$ cat config.mk
export PLATFORM = sky130hd
export DESIGN_NAME = wb_uart_tx
export DESIGN_NICKNAME = d
export VERILOG_FILES = /design/src/rtl/wb_uart_tx.sv
export SDC_FILE = /design/constraint.sdc
export NUM_CORES = 1
export LEC_CHECK = 0
export ABC_AREA = 1
export CELL_PAD_IN_SITES_DETAIL_PLACEMENT = 1
export CELL_PAD_IN_SITES_GLOBAL_PLACEMENT = 1
export CORE_MARGIN = 3
export CORE_UTILIZATION = 42
export CTS_CLUSTER_DIAMETER = 200
export CTS_CLUSTER_SIZE = 24
export DETAILED_ROUTE_END_ITERATION = 8
export HOLD_SLACK_MARGIN = 0.02
export PLACE_DENSITY_LB_ADDON = 0.3
export REMOVE_ABC_BUFFERS = 1
export SLEW_MARGIN = 20
export SYNTH_ARGS = -nofsm -noshare
export SYNTH_HDL_FRONTEND = slang
export SYNTH_SLANG_ARGS = --single-unit
$ cat constraint.sdc
create_clock -name i_clk -period 3.2 [get_ports i_clk]
set_input_delay 0.64 -clock i_clk [delete_from_list [all_inputs] [get_ports i_clk]]
set_output_delay 0.64 -clock i_clk [all_outputs]
set_load 0.02 [all_outputs]
$ cat src/rtl/wb_uart_tx.sv
// Wishbone slave UART transmitter: a byte FIFO feeding an 8N1 serialiser
// whose bit period is taken from the DIVISOR register at each pop.
module wb_uart_tx #(
  parameter int DEPTH       = 8,
  parameter int DEFAULT_DIV = 434
) (
  input  logic        i_clk,
  input  logic        i_resetn,
  input  logic        i_wb_cyc,
  input  logic        i_wb_stb,
  input  logic        i_wb_we,
  input  logic [29:0] i_wb_addr,
  input  logic [31:0] i_wb_data,
  input  logic [3:0]  i_wb_sel,
  output logic        o_wb_ack,
  output logic        o_wb_stall,
  output logic [31:0] o_wb_data,
  output logic        o_tx,
  output logic        o_irq
);

  localparam int AW = $clog2(DEPTH);
  localparam int CW = AW + 1;

  typedef enum logic [1:0] {
    S_IDLE,
    S_START,
    S_DATA,
    S_STOP
  } state_t;

  logic          w_acc;
  logic          w_wr;
  logic [1:0]    w_reg;
  logic [31:0]   w_rdata;
  logic [31:0]   w_status;
  logic          w_unused;

  logic [7:0]    r_mem [DEPTH];
  logic [AW-1:0] r_wptr;
  logic [AW-1:0] r_rptr;
  logic [CW-1:0] r_count;
  logic          w_full;
  logic          w_empty;
  logic          w_push_req;
  logic          w_push;
  logic          w_pop;

  logic          r_ack;
  logic [31:0]   r_rdata;
  logic          r_ovf;
  logic [15:0]   r_div;

  state_t        r_state;
  state_t        w_state_next;
  logic [15:0]   r_cnt;
  logic [15:0]   w_cnt_next;
  logic [15:0]   r_bitper;
  logic [15:0]   w_bitper_next;
  logic [15:0]   w_div_eff;
  logic [2:0]    r_bitidx;
  logic [2:0]    w_bitidx_next;
  logic [7:0]    r_shift;
  logic [7:0]    w_shift_next;
  logic          r_tx;
  logic          w_tx_next;
  logic          w_bit_done;

  assign w_acc      = i_wb_cyc && i_wb_stb;
  assign w_wr       = w_acc && i_wb_we;
  assign w_reg      = i_wb_addr[1:0];
  assign w_unused   = &{1'b0, i_wb_addr[29:2], i_wb_data[31:16], i_wb_sel[3:2]};

  assign w_full     = (r_count == CW'(DEPTH));
  assign w_empty    = (r_count == '0);
  assign w_push_req = w_wr && (w_reg == 2'd0) && i_wb_sel[0];
  assign w_push     = w_push_req && (!w_full || w_pop);

  assign w_div_eff  = (r_div == 16'd0) ? 16'd1 : r_div;
  assign w_bit_done = (r_cnt == r_bitper - 16'd1);

  assign w_status   = {17'b0, 7'(r_count), 4'b0, r_ovf, (r_state != S_IDLE), w_empty, w_full};

  assign o_wb_ack   = r_ack;
  assign o_wb_stall = 1'b0;
  assign o_wb_data  = r_rdata;
  assign o_tx       = r_tx;
  assign o_irq      = w_empty && (r_state == S_IDLE);

  always_comb begin
    w_rdata = '0;
    case (w_reg)
      2'd1:    w_rdata = w_status;
      2'd2:    w_rdata = {16'b0, r_div};
      default: w_rdata = '0;
    endcase
  end

  // Bus side: single-cycle ack, registered read data, DIVISOR and sticky overflow
  always_ff @(posedge i_clk or negedge i_resetn) begin
    if (!i_resetn) begin
      r_ack   <= 1'b0;
      r_rdata <= '0;
      r_ovf   <= 1'b0;
      r_div   <= 16'(DEFAULT_DIV);
    end else begin
      r_ack <= w_acc;
      if (w_acc) begin
        r_rdata <= i_wb_we ? 32'd0 : w_rdata;
      end
      if (w_push_req && !w_push) begin
        r_ovf <= 1'b1;
      end else if (w_wr && (w_reg == 2'd1) && i_wb_sel[0] && i_wb_data[3]) begin
        r_ovf <= 1'b0;
      end
      if (w_wr && (w_reg == 2'd2)) begin
        if (i_wb_sel[0]) r_div[7:0]  <= i_wb_data[7:0];
        if (i_wb_sel[1]) r_div[15:8] <= i_wb_data[15:8];
      end
    end
  end

  // Storage is not reset; emptiness is defined purely by the pointers and count
  always_ff @(posedge i_clk) begin
    if (w_push) begin
      r_mem[r_wptr] <= i_wb_data[7:0];
    end
  end

  always_ff @(posedge i_clk or negedge i_resetn) begin
    if (!i_resetn) begin
      r_wptr  <= '0;
      r_rptr  <= '0;
      r_count <= '0;
    end else begin
      if (w_push) r_wptr <= r_wptr + AW'(1);
      if (w_pop)  r_rptr <= r_rptr + AW'(1);
      case ({w_push, w_pop})
        2'b10:   r_count <= r_count + CW'(1);
        2'b01:   r_count <= r_count - CW'(1);
        default: r_count <= r_count;
      endcase
    end
  end

  always_ff @(posedge i_clk or negedge i_resetn) begin
    if (!i_resetn) begin
      r_state  <= S_IDLE;
      r_cnt    <= '0;
      r_bitper <= 16'd1;
      r_bitidx <= '0;
      r_shift  <= '0;
      r_tx     <= 1'b1;
    end else begin
      r_state  <= w_state_next;
      r_cnt    <= w_cnt_next;
      r_bitper <= w_bitper_next;
      r_bitidx <= w_bitidx_next;
      r_shift  <= w_shift_next;
      r_tx     <= w_tx_next;
    end
  end

  // r_tx is registered, so each branch sets the line level for the next cycle
  always_comb begin
    w_state_next  = r_state;
    w_cnt_next    = r_cnt;
    w_bitper_next = r_bitper;
    w_bitidx_next = r_bitidx;
    w_shift_next  = r_shift;
    w_tx_next     = 1'b1;
    w_pop         = 1'b0;
    case (r_state)
      S_IDLE: begin
        if (!w_empty) begin
          w_pop         = 1'b1;
          w_shift_next  = r_mem[r_rptr];
          w_bitper_next = w_div_eff;
          w_cnt_next    = '0;
          w_tx_next     = 1'b0;
          w_state_next  = S_START;
        end
      end
      S_START: begin
        w_tx_next = 1'b0;
        if (w_bit_done) begin
          w_cnt_next    = '0;
          w_bitidx_next = '0;
          w_tx_next     = r_shift[0];
          w_state_next  = S_DATA;
        end else begin
          w_cnt_next = r_cnt + 16'd1;
        end
      end
      S_DATA: begin
        w_tx_next = r_shift[0];
        if (w_bit_done) begin
          w_cnt_next = '0;
          if (r_bitidx == 3'd7) begin
            w_tx_next    = 1'b1;
            w_state_next = S_STOP;
          end else begin
            w_bitidx_next = r_bitidx + 3'd1;
            w_shift_next  = {1'b0, r_shift[7:1]};
            w_tx_next     = r_shift[1];
          end
        end else begin
          w_cnt_next = r_cnt + 16'd1;
        end
      end
      S_STOP: begin
        w_tx_next = 1'b1;
        if (w_bit_done) begin
          w_cnt_next = '0;
          if (!w_empty) begin
            w_pop         = 1'b1;
            w_shift_next  = r_mem[r_rptr];
            w_bitper_next = w_div_eff;
            w_tx_next     = 1'b0;
            w_state_next  = S_START;
          end else begin
            w_state_next = S_IDLE;
          end
        end else begin
          w_cnt_next = r_cnt + 16'd1;
        end
      end
      default: w_state_next = S_IDLE;
    endcase
  end

endmodule
==> results.md <==
* Finished Layout Cells at 1120
* DIE HEIGHT at 141 microns
* Max rail drop VDD at 0.361 mV
* Worst-Skew Late Latency at 0.43 ns
* Wire per inst at 18.2 microns
* GRT Overall Usage at 21.1%
* Count of final setup violators at 0
* CTS tree: yes
* WL final at 20400 microns
* Starting Density at 43.5%
* Vias at 6018
* Top post-synthesis cells by count: 149 x nand2_1, 94 x inv_1, 89 x nor2_1, 83 x dfrtp_1, 73 x o21ai_0
* Worst setup path end: o_irq
* Worst-Margin Slew at 0.750 ns
* Clk pwr share at 41.9%
* Area contributors post-synth: dfrtp_1 27%, edfxtp_1 25%, nand2_1 7.3%, o21ai_0 4.8%, inv_1 4.6%
* Residual DRC at 0
* Worst setup EP type: primary output
* Compound-Gate Fraction of Synth Area at 12.0%
* Drt pass-1 iters at 4
* Initial antenna violation count at 0
* Total grt overflow at 0
* Seq pwr share at 48.6%
* Cell taking the most area after synthesis: dfrtp_1
* #FFs+latches synth at 154
* LEAKAGE at 0.00380 uW
* Comb pwr share at 9.5%
* IO Port Bufs at 43
* Worst endpoint required time at 2.56 ns
* FF-to-FF setup slack at 0.20 ns
* RSZ-0062 raised after global routing: true
* Cell count after synthesis at 824
* R2R Path End: r_count[3]
* Vias/cell at 5.37
* Share of the clock period used by the worst path at 95.2%
* Fmax at 328 MHz
* R2R depth at 20
* Placed Area at 8330 sq um
* Total chip power at 4580 uW
* Min-delay worst type: in2async
* Final design utilization at 50.9%
* Root Driver: clkbuf_16
* Clock slew at reported path FFs at 0.07 ns
* Placed wire-length estimate at 14500 microns
* Core Rows at 48
* Average size of a mapped cell at 9.25 sq um
* Critical path class: reg2out
* CORE AREA at 17500 sq um
* YS warnings at 0
* Clk sinks at 154
* Xor/xnor share of the synthesized area at 3.31%
* Slew Limit Fails at 0
* Mux share of post-synthesis cell area at 0%
* Layout cells sized above 1 at 10.3%
* Unique masters post-synth at 45
* Critical Path Fanout Max at 5
* Hold_ws at 0.287 ns
* Fin. Hold Viols at 0
* Int Power at 3330 uW
* CTS Buf Count at 17
* DIE AREA at 19800 sq um
* Net Sw Power at 1250 uW
* First-pass GRT wire length at 33200 microns
* Clock period minus final worst setup slack at 3.05 ns
* Clk_skew at 0.0121 ns
* Outcome: complete, no violations
* Post-synth top flop: dfrtp_1
* IO Pins at 107
* Nature of the critical path startpoint: flip-flop
* Sw frac at 27.3%
* Vias in the first global route at 6459
* H-tree levels at 4
* Chip width at 141 microns
* Design Area, Final at 8930 sq um
* Sequential fraction of the synthesis area at 54.8%
* Synth Area in Simple Gates at 19.2%
* Clock Path Buffers at 2
* Syn-to-layout area delta at 17.1%
* Filler cells at 1988
* Drt initial violations at 346
* EDFF count, synth at 64
* Placer Congestion at 0.885
* Post-synthesis async set-or-reset flop share at 58.4%
* Post-Synth Adder-Cell Area at 2.89%
* Most frequent cell after synthesis: nand2_1
* Max cap viols at 0
* Antenna cell count at 0
* Main combinational cell family by area after synthesis: simple AND/OR/NAND/NOR gates
* Cells after DPL at 1087
* Post-Syn Area at 7630 sq um
* Arrival time at the worst endpoint at 2.41 ns
* Antenna Violating Nets Remaining at 0
* R2R Path Start: r_bitper[0]
* Largest net degree at the start of global routing at 55
* Share of the synthesized area in the top cell type at 27.2%
* Slew HR at 50.0%
* Power Dens Cells at 514 nW/um^2
* Layout net count at 970
* Worst Setup SP: r_count[1]
## power by group through the flow
stage | Clock [uW] | Combinational, uW | Sequential, uW
2_1_floorplan | 0 | 224 | 2260
3_3_place_gp | 0 | 403 | 2260
3_5_place_dp | 0 | 425 | 2260
4_1_cts | 1950 | 434 | 2230
5_1_grt | 2050 | 484 | 2240
6_report | 1920 | 436 | 2230
## layout make-up
| cell class | instances | area, sq um | share of cell area [%] |
|---|---|---|---|
| Clock inverter | 14 | 126 | 1.42 |
| Clock buffer | 18 | 429 | 4.81 |
| Inverter | 99 | 372 | 4.16 |
| Multi-Input combinational cell | 549 | 2950 | 33.0 |
| Timing Repair Buffer | 61 | 588 | 6.59 |
| Sequential cell | 154 | 4180 | 46.9 |
| Tap cell | 225 | 282 | 3.15 |
## metal layers
layer,global-route usage (%),wire [microns]
met1,26.9,9070
met2,36.3,10400
met3,4.41,684
met4,6.37,276
met5,0,0
## worst max-delay path: stages, from the launching register on
cell	delay [ns]
dfrtp_1	0.43
nor2_1	0.34
nand3_2	0.29
nor2_2	0.27
clkdlybuf4s50_1	0.65
## flip-flops by register name, summed over array words and instances, names as in the netlist, 2 cells and up
| signal | count |
|---|---|
| r_bitidx | 3 |
| r_bitper | 16 |
| r_cnt | 16 |
| r_count | 4 |
| r_rptr | 3 |
| r_mem | 64 |
| r_div | 16 |
| r_state | 2 |
| o_wb_data | 16 |
| r_shift | 8 |
| r_wptr | 3 |
## cells by family (layout without fill, tap and decap cells)
logic type,count (synthesis),after routing
compound gates,167,167
xor+xnor,28,28
fa+ha+maj,17,17
buf+inv,137,192
flops,154,154
other cells,1,17
simple gates,320,320
## cells in the final DEF (no fill, tap or decap), types with 23 or more instances in the layout
cell,synthesis,layout
o21ai_1,23,23
a21oi_1,25,25
clkdlybuf4s50_1,0,42
nand3_1,38,37
edfxtp_1,64,64
inv_1,94,94
nor2_1,89,87
o22ai_1,29,29
nand2_1,149,149
o21ai_0,73,73
dfrtp_1,83,83
## worst min path at each step
stage,from,to,slack [ns],cells past startpoint
after detailed placement,r_shift[0],r_shift[0],0.48,2
final,i_resetn,r_bitidx[0],0.29,1
after global routing,i_resetn,r_cnt[0],0.33,1
after floorplan,i_resetn,o_wb_ack,0.34,0
after CTS,i_resetn,r_cnt[0],0.31,1
after global placement,r_shift[5],r_shift[5],0.47,2
## through the flow
step           setup TNS, ns  setup WS [ns]
2_1_floorplan              0          0.443
3_3_place_gp               0          0.258
3_5_place_dp               0         0.0543
4_1_cts                    0        0.00825
5_1_grt              -0.0543        -0.0543
6_report                   0          0.152
## timing repair
item / CTS / global route
buffers inserted: 0 / 1
resized for setup: 1 / 5
hold buffers: 0 / 0
setup endpoints to repair: 1 / 3
pin swaps: 0 / 2
(Power assumes the default switching activity.)
